`config.mk`:
```
export PLATFORM = sky130hd
export DESIGN_NAME = morse_letter_sender
export DESIGN_NICKNAME = d
export VERILOG_FILES = /design/src/rtl/morse_pkg.sv /design/src/rtl/tick_divider.sv /design/src/rtl/morse_letter_sender.sv
export SDC_FILE = /design/constraint.sdc
export NUM_CORES = 1
export LEC_CHECK = 0
export ABC_CLOCK_PERIOD_IN_PS = 3200
export BUFFER_PORTS_ARGS = -buffer_cell sky130_fd_sc_hd__buf_2
export CAP_MARGIN = 20
export CORE_MARGIN = 5
export CORE_UTILIZATION = 55
export CTS_CLUSTER_SIZE = 20
export DETAILED_ROUTE_END_ITERATION = 6
export GPL_TIMING_DRIVEN = 1
export HOLD_SLACK_MARGIN = 0.08
export PLACE_DENSITY = 0.75
export SYNTH_ARGS = -nofsm -noshare
export SYNTH_HDL_FRONTEND = slang
export SYNTH_HIERARCHICAL = 1
export SYNTH_SLANG_ARGS = --single-unit
```
`constraint.sdc`:
```
create_clock -name ClockIn -period 3.2 [get_ports ClockIn]
set_input_delay 0.48 -clock ClockIn [delete_from_list [all_inputs] [get_ports ClockIn]]
set_output_delay 0.48 -clock ClockIn [all_outputs]
set_load 0.005 [all_outputs]
```
`src/rtl/morse_pkg.sv`:
```
// Shared constants for the Morse letter sender: FSM encodings, pattern ROM and lengths.
// Patterns are MSB-first and left-aligned so the LED always shows the top bit.
package morse_pkg;

  localparam int PAT_W = 12;

  localparam logic [0:0] ST_IDLE = 1'b0;
  localparam logic [0:0] ST_SEND = 1'b1;

  // Entry n is letter n (0=A .. 7=H); listed H first because of packed ordering.
  localparam logic [7:0][PAT_W-1:0] PAT_ROM = {
    12'b1010_1010_0000,  // H
    12'b1110_1110_1000,  // G
    12'b1010_1110_1000,  // F
    12'b1000_0000_0000,  // E
    12'b1110_1010_0000,  // D
    12'b1110_1011_1010,  // C
    12'b1110_1010_1000,  // B
    12'b1011_1000_0000   // A
  };

  localparam logic [7:0][3:0] LEN_ROM = {
    4'd7, 4'd9, 4'd9, 4'd1, 4'd7, 4'd11, 4'd9, 4'd5
  };

  function automatic logic [PAT_W-1:0] pattern_of(input logic [2:0] letter);
    return PAT_ROM[letter];
  endfunction

  function automatic logic [3:0] length_of(input logic [2:0] letter);
    return LEN_ROM[letter];
  endfunction

endpackage

```
`src/rtl/tick_divider.sv`:
```
// Loadable down-counter producing one tick every TICK_CYCLES clocks.
// tick is high while the count is zero; load or tick reloads the count.
module tick_divider #(
  parameter int TICK_CYCLES = 25000000
) (
  input  logic ClockIn,
  input  logic Reset,
  input  logic load,
  output logic tick
);

  localparam int DIV_W = $clog2(TICK_CYCLES);
  localparam logic [DIV_W-1:0] RELOAD = DIV_W'(TICK_CYCLES - 1);

  logic [DIV_W-1:0] count_reg;

  assign tick = (count_reg == '0);

  // Reloading on tick means the count never wraps below zero.
  always_ff @(posedge ClockIn or posedge Reset) begin
    if (Reset) begin
      count_reg <= '0;
    end else if (load || tick) begin
      count_reg <= RELOAD;
    end else begin
      count_reg <= count_reg - DIV_W'(1);
    end
  end

endmodule

```
`src/rtl/morse_letter_sender.sv`:
```
// Sends one letter A..H as Morse code on an LED, one pattern bit per divider tick.
// The letter is latched when Start is accepted in IDLE; inputs are ignored while sending.
module morse_letter_sender
  import morse_pkg::*;
#(
  parameter int TICK_CYCLES = 25000000
) (
  input  logic       ClockIn,
  input  logic       Reset,
  input  logic [2:0] Letter,
  input  logic       Start,
  output logic       LedOut,
  output logic       Busy,
  output logic       Done
);

  logic [0:0]       state_reg;
  logic [PAT_W-1:0] shreg_reg;
  logic [PAT_W-1:0] shreg_shift;
  logic [3:0]       bitcnt_reg;
  logic             load;
  logic             tick;
  logic             sending;

  assign sending = (state_reg == ST_SEND);
  assign load    = (state_reg == ST_IDLE) && Start;

  tick_divider #(
    .TICK_CYCLES(TICK_CYCLES)
  ) u_tick_divider (
    .ClockIn(ClockIn),
    .Reset  (Reset),
    .load   (load),
    .tick   (tick)
  );

  assign shreg_shift[0] = 1'b0;
  generate
    for (genvar gi = 1; gi < PAT_W; gi++) begin : g_shift
      assign shreg_shift[gi] = shreg_reg[gi-1];
    end
  endgenerate

  always_ff @(posedge ClockIn or posedge Reset) begin
    if (Reset) begin
      state_reg  <= ST_IDLE;
      shreg_reg  <= '0;
      bitcnt_reg <= '0;
    end else begin
      case (state_reg)
        ST_IDLE: begin
          if (Start) begin
            state_reg  <= ST_SEND;
            shreg_reg  <= pattern_of(Letter);
            bitcnt_reg <= length_of(Letter);
          end
        end
        default: begin
          if (tick) begin
            if (bitcnt_reg > 4'd1) begin
              shreg_reg  <= shreg_shift;
              bitcnt_reg <= bitcnt_reg - 4'd1;
            end else begin
              state_reg <= ST_IDLE;
            end
          end
        end
      endcase
    end
  end

  // All outputs decode registered state only, so Reset clears them at once.
  assign LedOut = sending & shreg_reg[PAT_W-1];
  assign Busy   = sending;
  assign Done   = sending & tick & (bitcnt_reg <= 4'd1);

endmodule
```
==> impl_metrics.csv <==
group,metric,value,unit
yosys,synth.avg_cell_area,10.1,sq um
placed_design,hpwl,3040,um
critical_path,r2r-start,"u_tick_divider/count_reg[17]$_DFF_PP0_",
drt,first_iter_violations,101,
sta,period_share,95.3,%
layout,largest_register_ffs,25,
clock_network,clockBufferDepth,2,
drt,routed-wl-met2,2130,um
die,dieArea,0.00537,sq mm
layout,layout_common_cells,"dfrtp_1 (41), nand2_1 (19), nand3_1 (16)",
sta,max_freq,328,MHz
die,coreArea,0.00394,sq mm
critical_path,cp_top_family,"simple AND/OR/NAND/NOR gates",
die,io_pins,9,
critical_path,r2r_setup_slack,0.56,ns
drt,wl_met3,209,um
critical_path,end_kind,"output pin",
yosys,syn_nets,231,
critical_path,start_kind,"flop",
pwr,vdd_drop_max,0.284,mV
critical_path,cpPeakStageDelay,0.58,ns
drt,num_vias,1767,
critical_path,rr_endpoint,"shreg_reg[9]$_DFFE_PP0P_",
pwr,power.density,407,mW/mm^2
layout,fin_nets,245,
die,row_count,23,
sta,slew_viol_final,0,
critical_path,critPathLaunch,"u_tick_divider/count_reg[17]$_DFF_PP0_",
clock_network,cts_hold_buffers,0,
drt,ant_nets,0,
sta,relSlewSlack,36.9,%
layout,multi_input_area,0.00109,sq mm
drt,finalWirelength,4430,um
clock_network,h-tree-depth,2,
outcome,status,"finished clean",
layout,n_antenna_cell,0,
sta,finalCriticalPeriod,3.05,ns
drt,drc,0,
clock_network,cts_buffers,5,
pwr,p_leak,0.966,nW
clock_network,cts_root_buf,"clkbuf_8",
yosys,synth_edf_count,0,
layout,final_area,0.00242,sq mm
critical_path,cp_max_fo,7,
critical_path,crit_path_top_delay_cell,"or4_4",
worst_hold_path,min_path_type,"in -> async",
yosys,synth_seq_cells,41,
clock_network,clk_latency,0.30,ns
yosys,synth_seq_area_share,46.5,%
critical_path,path_depth,7,
clock_network,cts_tree,"built",
sta,whs,0.270,ns
layout,seq_area,0.00103,sq mm
sta,skew,0.0100,ns
yosys,async_flop_share,100,%
die,die_h,73.3,um
critical_path,required,2.72,ns
drt,m1WireLength,2020,um
placed_design,placed_area,0.00227,sq mm
layout,final_common_cell,"dfrtp_1",
global_routing,grt_overflow,0,
global_routing,grt_pass1_vias,1712,
drt,first_pass_iters,4,
global_routing,antenna_found_initial,0,
layout,fillers,337,
drt,viasPerCell,6.22,
yosys,yosysWarnings,6,
placed_design,pre_cts_ws,0.310,ns
clock_network,clock-sinks,41,
critical_path,worst_r2r_path_depth,7,
sta,finalHoldViolCount,0,
yosys,yosysUniqueCellTypes,48,
sta,setup_slack,0.150,ns
layout,area_growth_syn_to_layout,9.99,%
sta,tightest_slew,0.945,ns
critical_path,path_cells,"or4_4 -> or3_4 -> nor4_1 -> buf_4 -> nand2_1 -> nor4_2 -> buf_2",
critical_path,cp_num_buf_inv,2,
critical_path,crit_arrival,2.57,ns
die,initial_utilization,55.9,%
global_routing,grt.total_usage,18.2,%
yosys,synth_cells,219,
yosys,synth_ff_type,"dfrtp_1",
job,drv_cap,0,
sta,finalSetupViolCount,0,
critical_path,crit_type,"reg -> out",
critical_path,critPathCapture,"Done",
drt,wl_per_cell,15.6,um
placed_design,gp_routability_congestion,0.797,
global_routing,grt_pass1_wl,7560,um
placed_design,port_buffers,8,
layout,drive_gt1_share,15.8,%
clock_network,path_clk_slew,0.08,ns
die,die_w,73.3,um
yosys,synth_area,0.00220,sq mm
global_routing,grt_max_degree,26,
drt,dr.max_layer_used,"met4",
worst min path at each step:
stage / start / to / slack, ns
after floorplan: Reset / Busy$_DFF_PP0_ / 0.39
after global placement: shreg_reg[1]$_DFFE_PP0P_ / shreg_reg[2]$_DFFE_PP0P_ / 0.45
after detailed placement: shreg_reg[1]$_DFFE_PP0P_ / shreg_reg[2]$_DFFE_PP0P_ / 0.46
after CTS: Reset / shreg_reg[2]$_DFFE_PP0P_ / 0.27
after global routing: Reset / shreg_reg[4]$_DFFE_PP0P_ / 0.32
final: Reset / shreg_reg[4]$_DFFE_PP0P_ / 0.27
cell type report:
cell class / count / area share [%]
Multi-Input combinational cell: 159 / 45.0
Sequential cell: 41 / 42.3
Clock buffer: 7 / 3.56
Timing Repair Buffer: 13 / 3.20
Tap cell: 50 / 2.58
Inverter: 13 / 2.12
Clock inverter: 1 / 1.24
routing by layer:
metal	vias to the layer above	track usage (%)
li1	842	-
met1	873	23.0
met2	46	29.1
met3	6	3.56
met4	0	10.3
met5	-	0
logic make-up after synthesis:
logic type                 share of synthesized area (%)
buffers and inverters                               4.48
and+or+nand+nor                                     24.1
muxes                                               1.42
xor gates and xnor gates                            3.58
adders and majority gates                           3.41
DFF                                                 46.5
AOI/OAI and AO/OA                                   16.5
synth_stat cells, types with 2 or more instances:
master | count | area share, %
buf_6 | 3 | 1.5
a21oi_1 | 11 | 2.5
o41ai_1 | 3 | 1.2
mux2i_1 | 2 | 0.91
or3_1 | 10 | 2.8
ha_1 | 6 | 3.4
nor3_1 | 7 | 1.6
o311a_2 | 2 | 1.0
o21ai_0 | 10 | 2.3
nand2_1 | 19 | 3.2
or4_1 | 7 | 2.4
xnor2_1 | 4 | 1.6
buf_2 | 2 | 0.45
nand4_1 | 5 | 1.4
xor2_1 | 5 | 2.0
nand3_1 | 16 | 3.6
inv_1 | 12 | 2.0
nor2b_1 | 2 | 0.57
dfrtp_1 | 41 | 47
nor2_1 | 15 | 2.6
o31ai_1 | 6 | 2.0
nor4_1 | 5 | 1.4
stage by stage:
stage	cells	TNS, ns	util (%)	total power, mW
finish	284	0	61.5	0.987
global route	284	-0.0408	61.5	1.02
CTS	281	0	60.8	0.998
detailed placement	273	0	57.7	0.568
global placement	273	0	57.7	0.567
floorplan	219	0	-	0.555
timing repair:
action,4_1_cts,5_1_grt
resized for setup,1,1
buffers inserted,0,3
setup endpoints to repair,1,1
power breakdown:
part / internal, mW / switching (mW) / leakage [nW]
clock network: 0.254 / 0.175 / 0.0585
logic: 0.00997 / 0.0224 / 0.447
registers: 0.522 / 0.00293 / 0.461
total: 0.786 / 0.201 / 0.966
No activity file was read; power rests on OpenSTA's default activity.
